<file path="config.mk">
export PLATFORM = sky130hd
export DESIGN_NAME = note_window_filter_flat
export DESIGN_NICKNAME = d
export VERILOG_FILES = /design/src/rtl/note_window_filter_if.sv /design/src/rtl/note_window_filter.sv /design/src/flat_wrapper.sv
export SDC_FILE = /design/constraint.sdc
export NUM_CORES = 1
export LEC_CHECK = 0
export BUFFER_PORTS_ARGS = -buffer_cell sky130_fd_sc_hd__buf_2
export CORE_MARGIN = 4
export CORE_UTILIZATION = 40
export CTS_CLUSTER_SIZE = 28
export DETAILED_ROUTE_END_ITERATION = 8
export PLACE_DENSITY_LB_ADDON = 0.3
export SETUP_SLACK_MARGIN = 0.15
export SLEW_MARGIN = 20
export SYNTH_ARGS = -nofsm -noshare
export SYNTH_HDL_FRONTEND = slang
export SYNTH_SLANG_ARGS = --single-unit
</file>
<file path="constraint.sdc">
create_clock -name pixel_clk_in -period 5.75 [get_ports pixel_clk_in]
set_input_delay 0.8625 -clock pixel_clk_in [delete_from_list [all_inputs] [get_ports pixel_clk_in]]
set_output_delay 0.8625 -clock pixel_clk_in [all_outputs]
set_load 0.005 [all_outputs]
</file>
<file path="src/rtl/note_window_filter_if.sv">
// Sample-in / filtered-note-out bundle for note_window_filter.
interface note_window_filter_if;
  logic       sample_valid_in;
  logic [5:0] sample_note_in;
  logic [5:0] note_out;
  logic       note_valid_out;
  logic       busy_out;

  modport master (
    output sample_valid_in,
    output sample_note_in,
    input  note_out,
    input  note_valid_out,
    input  busy_out
  );

  modport slave (
    input  sample_valid_in,
    input  sample_note_in,
    output note_out,
    output note_valid_out,
    output busy_out
  );
endinterface

</file>
<file path="src/rtl/note_window_filter.sv">
// Mode-vote filter: collects WINDOW detector codes, then publishes the most frequent note or a rest.
// Optional NOTE_HOLD_EN: a new value is published only after winning two consecutive windows.
module note_window_filter #(
  parameter int unsigned WINDOW    = 64,
  parameter int unsigned NUM_NOTES = 22,
  parameter int unsigned MIN_COUNT = 16
) (
  input logic                 pixel_clk_in,
  input logic                 rst_in,
  note_window_filter_if.slave bus_io
);

  localparam int unsigned CntW = $clog2(WINDOW + 1);
  localparam int unsigned IdxW = (NUM_NOTES > 1) ? $clog2(NUM_NOTES) : 1;

  typedef enum logic [1:0] {StAccum, StScan, StPublish} state_e;

  state_e          state_q;
  logic [CntW-1:0] count_q;
  logic [CntW-1:0] bins_q [NUM_NOTES];
  logic [IdxW-1:0] scan_idx_q;
  logic [IdxW-1:0] best_idx_q;
  logic [CntW-1:0] best_cnt_q;
  logic [7:0]      drop_cnt_q;
  logic [5:0]      note_q;
  logic            note_valid_q;
  logic            busy_q;
`ifdef NOTE_HOLD_EN
  logic [5:0]      pend_q;
`endif

  logic            accept;
  logic            in_range;
  logic            last_sample;
  logic [IdxW-1:0] sample_idx;
  logic [5:0]      cand;

  // The PUBLISH edge already accepts the first sample of the next window.
  always_comb begin
    accept      = bus_io.sample_valid_in && (state_q != StScan);
    in_range    = bus_io.sample_note_in[5] && (32'(bus_io.sample_note_in[4:0]) < NUM_NOTES);
    sample_idx  = bus_io.sample_note_in[IdxW-1:0];
    last_sample = accept && (count_q == CntW'(WINDOW - 1));
    cand        = (best_cnt_q >= CntW'(MIN_COUNT)) ? {1'b1, 5'(best_idx_q)} : 6'd0;
  end

  always_ff @(posedge pixel_clk_in or posedge rst_in) begin
    if (rst_in) begin
      state_q      <= StAccum;
      count_q      <= '0;
      for (int unsigned i = 0; i < NUM_NOTES; i++) bins_q[i] <= '0;
      scan_idx_q   <= '0;
      best_idx_q   <= '0;
      best_cnt_q   <= '0;
      drop_cnt_q   <= '0;
      note_q       <= '0;
      note_valid_q <= 1'b0;
      busy_q       <= 1'b0;
`ifdef NOTE_HOLD_EN
      pend_q       <= '0;
`endif
    end else begin
      note_valid_q <= 1'b0;

      if (accept) begin
        if (in_range) bins_q[sample_idx] <= bins_q[sample_idx] + CntW'(1);
        count_q <= last_sample ? '0 : count_q + CntW'(1);
      end

      unique case (state_q)
        StAccum: begin
          if (last_sample) begin
            state_q    <= StScan;
            busy_q     <= 1'b1;
            scan_idx_q <= '0;
            best_idx_q <= '0;
            best_cnt_q <= '0;
          end
        end
        StScan: begin
          // Strictly-greater replacement keeps the lowest index on ties.
          if (bins_q[scan_idx_q] > best_cnt_q) begin
            best_cnt_q <= bins_q[scan_idx_q];
            best_idx_q <= scan_idx_q;
          end
          bins_q[scan_idx_q] <= '0;
          // Dropped-sample counter, debug visibility only.
          if (bus_io.sample_valid_in && (drop_cnt_q != 8'hff)) drop_cnt_q <= drop_cnt_q + 8'd1;
          if (scan_idx_q == IdxW'(NUM_NOTES - 1)) begin
            state_q <= StPublish;
          end else begin
            scan_idx_q <= scan_idx_q + IdxW'(1);
          end
        end
        StPublish: begin
`ifdef NOTE_HOLD_EN
          if (cand == pend_q) note_q <= cand;
          pend_q <= cand;
`else
          note_q <= cand;
`endif
          note_valid_q <= 1'b1;
          busy_q       <= 1'b0;
          state_q      <= StAccum;
        end
        default: state_q <= StAccum;
      endcase
    end
  end

  assign bus_io.note_out       = note_q;
  assign bus_io.note_valid_out = note_valid_q;
  assign bus_io.busy_out       = busy_q;

endmodule

</file>
<file path="src/flat_wrapper.sv">
// flat-port wrapper written by rule: the top's interface ports become plain ports
module note_window_filter_flat 
#(
  parameter int unsigned WINDOW    = 64,
  parameter int unsigned NUM_NOTES = 22,
  parameter int unsigned MIN_COUNT = 16
)
  (pixel_clk_in, rst_in, bus_io_sample_valid_in, bus_io_sample_note_in, bus_io_note_out, bus_io_note_valid_out, bus_io_busy_out);
  note_window_filter_if bus_io_i ();
  input logic pixel_clk_in;
  input logic rst_in;
  input wire logic [$bits(bus_io_i.sample_valid_in)-1:0] bus_io_sample_valid_in;
  input wire logic [$bits(bus_io_i.sample_note_in)-1:0] bus_io_sample_note_in;
  output wire logic [$bits(bus_io_i.note_out)-1:0] bus_io_note_out;
  output wire logic [$bits(bus_io_i.note_valid_out)-1:0] bus_io_note_valid_out;
  output wire logic [$bits(bus_io_i.busy_out)-1:0] bus_io_busy_out;
  assign bus_io_i.sample_valid_in = bus_io_sample_valid_in;
  assign bus_io_i.sample_note_in = bus_io_sample_note_in;
  assign bus_io_note_out = bus_io_i.note_out;
  assign bus_io_note_valid_out = bus_io_i.note_valid_out;
  assign bus_io_busy_out = bus_io_i.busy_out;
  note_window_filter #(.WINDOW(WINDOW), .NUM_NOTES(NUM_NOTES), .MIN_COUNT(MIN_COUNT)) u_core (.pixel_clk_in(pixel_clk_in), .rst_in(rst_in), .bus_io(bus_io_i));
endmodule
</file>
* After elaboration in Yosys (flattened, before gate mapping)
Cells that the tools add are included.
** Operators by class
- Eq/ne operators :: 9
- $lt $le $gt $ge :: 7
- Reduce and logical (&&, ||, !) cells :: 12
- Multiplexer cells :: 30
- Add/subtract/negate cells :: 3
- Bitwise logic cells :: 4
** Operators with widths (number)
- $mux W154 :: 3
- $and A154 B154 Y154 :: 1
- $bwmux W154 :: 1
- $not A154 Y154 :: 1
- $bmux W7 S5 :: 2
- $demux W7 S5 :: 2
- $mux W7 :: 9
- $pmux W5 S2 :: 2
- $mux W5 :: 3
- $add A7 B1 Y7 const B :: 2
- $pmux W7 S2 :: 1
- $ge A6 B6 Y1 const B :: 2
- $lt A6 B1 Y1 const B :: 2
- $not A5 Y6 :: 2
- $ne A2 B1 Y1 const B :: 4
- $eq A7 B6 Y1 const B :: 1
- $ge A7 B5 Y1 const B :: 1
- $gt A7 B7 Y1 :: 1
- $mux W6 :: 1
- $reduce_and A3 Y1 :: 2
- $add A5 B1 Y5 const B :: 1
- $eq A5 B5 Y1 const B :: 1
- $logic_and A1 B1 Y1 :: 5
- $lt A5 B5 Y1 const B :: 1
- 10 further kinds :: 14
** Storage, ports and cells
- Input bits :: 9
- Output and inout port bits :: 8
- Flip-flop bits (word level) :: 188
- Logic and storage cells :: 95

* Depth between registers and ports, before layout
- Word-level depth :: 10
- Gate-level depth with buffers :: 18
- Depth with buffers taken out :: 13

* Worst setup path after synthesis
No wires, ideal clock.
- Path type :: input-to-reg
- Start :: input bus_io_sample_note_in[0]
- End :: register u_core.bins_q[34] in the netlist's numbering
- Required time :: 5.630 ns
- Setup time :: 0.120 ns
- Slack :: 2.057 ns
- Cell stages on the path :: 18
- Buffers on the path :: 8
- Data arrival time :: 3.573 ns
- Cell sequence :: buf_6 -> buf_6 -> buf_6 -> buf_6 -> mux2i_1 -> o22ai_1 -> nor4_2 -> and2_1 -> clkbuf_2 -> buf_2 -> inv_1 -> ha_1 -> a21boi_1 -> nand4_1 -> buf_4 -> buf_6 -> mux2i_1 -> nor2_1
** On the way
- Longest elaborated chain between the ends :: 10
- Elaborated cells on any way between the ends :: 17
- Classes of those cells :: add/sub: 1; order compare: 3; mux: 9; bitwise: 2; reduce/logical: 2
** Ends and longest elaborated chain
- from (decl) :: RTL line flat_wrapper.sv:13 : input wire logic [$bits(bus_io_i.sample_note_in)-1:0] bus_io_sample_note_in;
- $not A5 Y6 (implied by the code) :: RTL line note_window_filter.sv:66 : if (in_range) bins_q[sample_idx] <= bins_q[sample_idx] + CntW'(1);
- $bmux W7 S5 (tied with other cells) :: RTL line note_window_filter.sv:66
- $mux W7 (implied by the code) or $logic_and A1 B1 Y1 (tied branches) :: RTL line note_window_filter.sv:66
- $mux W7 (implied by the code) :: RTL line note_window_filter.sv:66
- $add A7 B1 Y7 or $demux W7 S5 (tied branches) :: RTL line note_window_filter.sv:66
- $bwmux W154 :: RTL line note_window_filter.sv:66
- $mux W154 (*) :: RTL line note_window_filter.sv:66
- $mux W154 (*) :: RTL line note_window_filter.sv:65 : if (accept) begin
- $and A154 B154 Y154 (no source line)
- $mux W154 (*) :: RTL line note_window_filter.sv:70 : unique case (state_q)
- to (signal, indexed assignment) :: RTL line note_window_filter.sv:66
- to (decl) :: RTL line note_window_filter.sv:20 : logic [CntW-1:0] bins_q [NUM_NOTES];
Mark *: on every way between the ends. The rest lies on a longest branch, timed or not. The select of a mux whose other input is x is not followed.
A chain may end at the register's enable or synchronous reset.

* Worst setup path after layout
- Start :: input bus_io_sample_note_in[0]
- End :: register u_core.bins_q[41] in the netlist's numbering
Same word-level chain as after synthesis.

==> results.py <==
metrics = {
    "sta": {
        "setup_tns_ps": 0,
        "timing.hold.ws_ps": 359.3,
        "slew_violations": 0,
        "fmax_mhz": 230.8,
        "tightest_slew_ps": 1242,
        "slew_headroom_pct": 16.54,
        "hold_violations": 0,
        "skew_ps": 12.88,
        "setup_viol_count_final": 0,
        "rsz0062_at_grt": "false",
        "min_period_ps": 4333,
        "finalCritPeriodShare_pct": 75.35,
    },
    "drt": {
        "dr_total_vias": 9954,
        "vias_per_cell": 6.171,
        "ant_nets": 0,
        "wl_per_cell_um": 23.94,
        "drt_iter0_markers": 1085,
        "wl_um": 38620,
        "dr.pass1.iters": 7,
        "drc_errors": 0,
    },
    "synth": {
        "synth-edff-count": 0,
        "ys.flop_type": "dfrtp_1",
        "syn_inst": 1240,
        "netlist_area_sq_mm": 0.01138,
        "synth_cell_type_count": 61,
        "yosysWarnings": 0,
        "syn_area_per_cell_sq_um": 9.176,
        "ys_seq_elements": 188,
        "synthesis.nets": 1262,
        "yosysTopAreaCell": "dfrtp_1",
        "postSynth.asyncResetShare_pct": 100.0,
        "synth_area_leaders": "dfrtp_1 (41%), mux4_2 (9.7%), mux2i_1 (9.3%), nand2_1 (8.9%), nor2_1 (3.9%)",
        "synth_top_area_share_pct": 41.35,
        "seq_area_frac_synth_pct": 41.35,
    },
    "final_layout": {
        "n_antenna_cell": 0,
        "nNetsFinal": 1244,
        "fillers": 2712,
        "final_cell_mix": "nand2_1 (269), dfrtp_1 (186), nor2_1 (118)",
        "final_layout_size_suffix_gt1_share_pct": 11.17,
        "stdcell_area_sq_mm": 0.01230,
        "area_growth_pct": 8.082,
        "layout_commonest_cell": "nand2_1",
    },
    "flow_run": {
        "maxCapViolations": 0,
    },
    "grt": {
        "antenna_found_initial": 0,
        "top_usage_layer": "met2",
        "globalRouteTotalUtil_pct": 25.00,
        "met3_usage_pct": 6.922,
        "grt_pass1_wl_um": 59070,
        "grt_util_met2_pct": 36.28,
        "grt-ovfl-total": 0,
        "grt_use_met1_pct": 35.20,
        "grt_max_degree": 59,
        "grt_pass1_vias": 9524,
    },
    "cts": {
        "cts_tree": "yes",
        "cts_buffers": 17,
        "cts_resized": 0,
        "postCtsSetupBuffers": 0,
        "clock-sinks": 188,
        "htreeDepth": 4,
        "cts_buffer_depth": 2,
        "clk_pin_slew_ps": 70,
        "hold_buffers": 0,
        "clock_latency_ps": 450,
        "cts-root-buf": "clkbuf_16",
    },
    "floorplanning": {
        "core_area_sq_mm": 0.02793,
        "fp.dieW_um": 176.7,
        "fp.dieArea_sq_mm": 0.03121,
        "die_h_um": 176.7,
        "row_count": 61,
        "pin_count": 17,
        "initial_utilization_pct": 40.73,
    },
    "pwr": {
        "power_switching_uw": 852.7,
        "power.total_uw": 3003,
        "power.density_mw_per_mm2": 244.2,
        "vdd_drop_max_v": 0.0001983,
        "p_sw_share_pct": 28.40,
        "pwr-share-seq_pct": 49.1,
        "p_comb_share_pct": 11.3,
        "power.internal_uw": 2150,
        "p_clk_share_pct": 39.6,
        "p_leak_uw": 0.005334,
    },
    "critical_path": {
        "crit_top_cell": "buf_4",
        "cp_max_fo": 48,
        "cp_cell_sequence": "buf_4, buf_4, mux2i_1, o22ai_1, nor3_2, o211ai_2, nand4_1, buf_4, mux2i_1, nor2_1",
        "reg2reg_to": "u_core.best_idx_q[4]$_DFFE_PP0P_",
        "cp.arrival_ps": 4670,
        "critical-path-max-stage-delay_ps": 720,
        "cp-start-kind": "primary input",
        "critical_path_class": "in -> reg",
        "reg2reg_depth": 11,
        "cpMaxStageDelayCell": "nand4_1",
        "worst_ep_required_time_ps": 6090,
        "cp-startpoint": "bus_io_sample_note_in[0]",
        "end_kind": "register",
        "r2r_start": "u_core.scan_idx_q[0]$_DFFE_PP0P_",
        "critical_path.endpoint": "u_core.bins_q[41]$_DFF_PP0_",
        "regToRegSetupSlack_ps": 1850,
    },
    "place": {
        "dp.final_hpwl_um": 27500,
        "dpl-instance-area_sq_mm": 0.01170,
        "io_buffers": 16,
        "place_congestion": 0.9682,
    },
    "worst_hold_path": {
        "holdCritPathClass": "in -> async",
    },
    "status": {
        "status": "finished, final reports clean",
    },
}
cells in the mapped netlist, drive strengths merged, types with 2 or more instances:
| library cell | count |
|---|---|
| or4b | 2 |
| nor2 | 118 |
| buf | 44 |
| nand4bb | 2 |
| mux2i | 106 |
| nor4 | 4 |
| ha | 13 |
| o21ai | 77 |
| nand3 | 55 |
| nand2 | 269 |
| nor3b | 9 |
| o21a | 3 |
| and2 | 8 |
| clkbuf | 31 |
| or2 | 4 |
| or3 | 4 |
| nor2b | 6 |
| nand4 | 6 |
| a22o | 5 |
| mux2 | 4 |
| xor2 | 3 |
| inv | 15 |
| xnor2 | 3 |
| a21boi | 2 |
| a31oi | 2 |
| dfrtp | 188 |
| nor3 | 37 |
| a21oi | 86 |
| nand2b | 5 |
| mux4 | 49 |
| nand3b | 4 |
| o22ai | 17 |
| a2bb2oi | 2 |
| o31ai | 7 |
| or4bb | 2 |
| and3 | 17 |
| a22oi | 17 |
| a21o | 4 |
registers in the layout, summed over array words and instances (netlist names):
signal / count
u_core.best_cnt_q: 7
u_core.bus_io.note_out: 6
u_core.scan_idx_q: 5
u_core.best_idx_q: 5
u_core.bus_io.busy_out: 1
u_core.bins_q: 154
u_core.bus_io.note_valid_out: 1
u_core.state_q: 2
u_core.count_q: 7
metrics by stage:
step | setup slack [ps] | instances | utilization, %
global placement | 1156 | 1580 | 41.87
finish | 1417 | 1613 | 44.02
detailed placement | 1114 | 1580 | 41.87
floorplan | 2057 | 1240 | -
global route | 1300 | 1613 | 44.02
CTS | 1579 | 1612 | 43.92
how the worst min path moves through the flow:
stage | startpoint | end
after detailed placement | u_core.bus_io.note_out[5]$_DFFE_PP0P_ | u_core.bus_io.note_out[5]$_DFFE_PP0P_
final | rst_in | u_core.count_q[6]$_DFFE_PP0P_
after CTS | u_core.bus_io.note_out[5]$_DFFE_PP0P_ | u_core.bus_io.note_out[5]$_DFFE_PP0P_
after global placement | u_core.bus_io.note_out[5]$_DFFE_PP0P_ | u_core.bus_io.note_out[5]$_DFFE_PP0P_
after floorplan | u_core.count_q[6]$_DFFE_PP0P_ | u_core.count_q[6]$_DFFE_PP0P_
after global routing | rst_in | u_core.count_q[6]$_DFFE_PP0P_
layer usage:
| metal | up-vias | part of all wire, % |
|---|---|---|
| met4 | 0 | 4.6 |
| met3 | 117 | 11 |
| met2 | 550 | 44 |
| met1 | 4920 | 41 |
| met5 | - | 0 |
| li1 | 4367 | - |
layout make-up:
type	count	area (sq um)	area share, %
multi-input cells	962	6226	50.63
well taps	378	473.0	3.846
clock inverters	12	115.1	0.9360
clock buffers	20	456.7	3.714
inverters	15	60.06	0.4884
flip-flops and latches	188	4707	38.27
repair buffers	38	260.3	2.116
cell families after synthesis:
| kind of cell | Yosys count | synth area share, % |
|---|---|---|
| flip-flops | 188 | 41.35 |
| adder cells (fa/ha/maj) | 13 | 1.430 |
| AO/OA/AOI/OAI | 228 | 11.54 |
| XOR/XNOR | 6 | 0.4619 |
| buffers and inverters | 90 | 4.146 |
| multiplexers | 159 | 19.42 |
| AND/OR/NAND/NOR | 556 | 21.66 |
worst max-delay path: cells and delay by family:
kind	cells	cell delay (ps)
buffers and inverters	3	1550
multiplexers	2	580
AO/OA/AOI/OAI	2	580
AND/OR/NAND/NOR	3	1040
power by group through the flow:
stage                     logic (uW)  clock network [uW]  registers, uW
after floorplan                  250                   0           1470
after global placement           325                   0           1490
after detailed placement         332                   0           1500
after CTS                        331                1190           1470
after global routing             367                1250           1480
final                            338                1190           1480
Power figures use the tool's default switching activity.
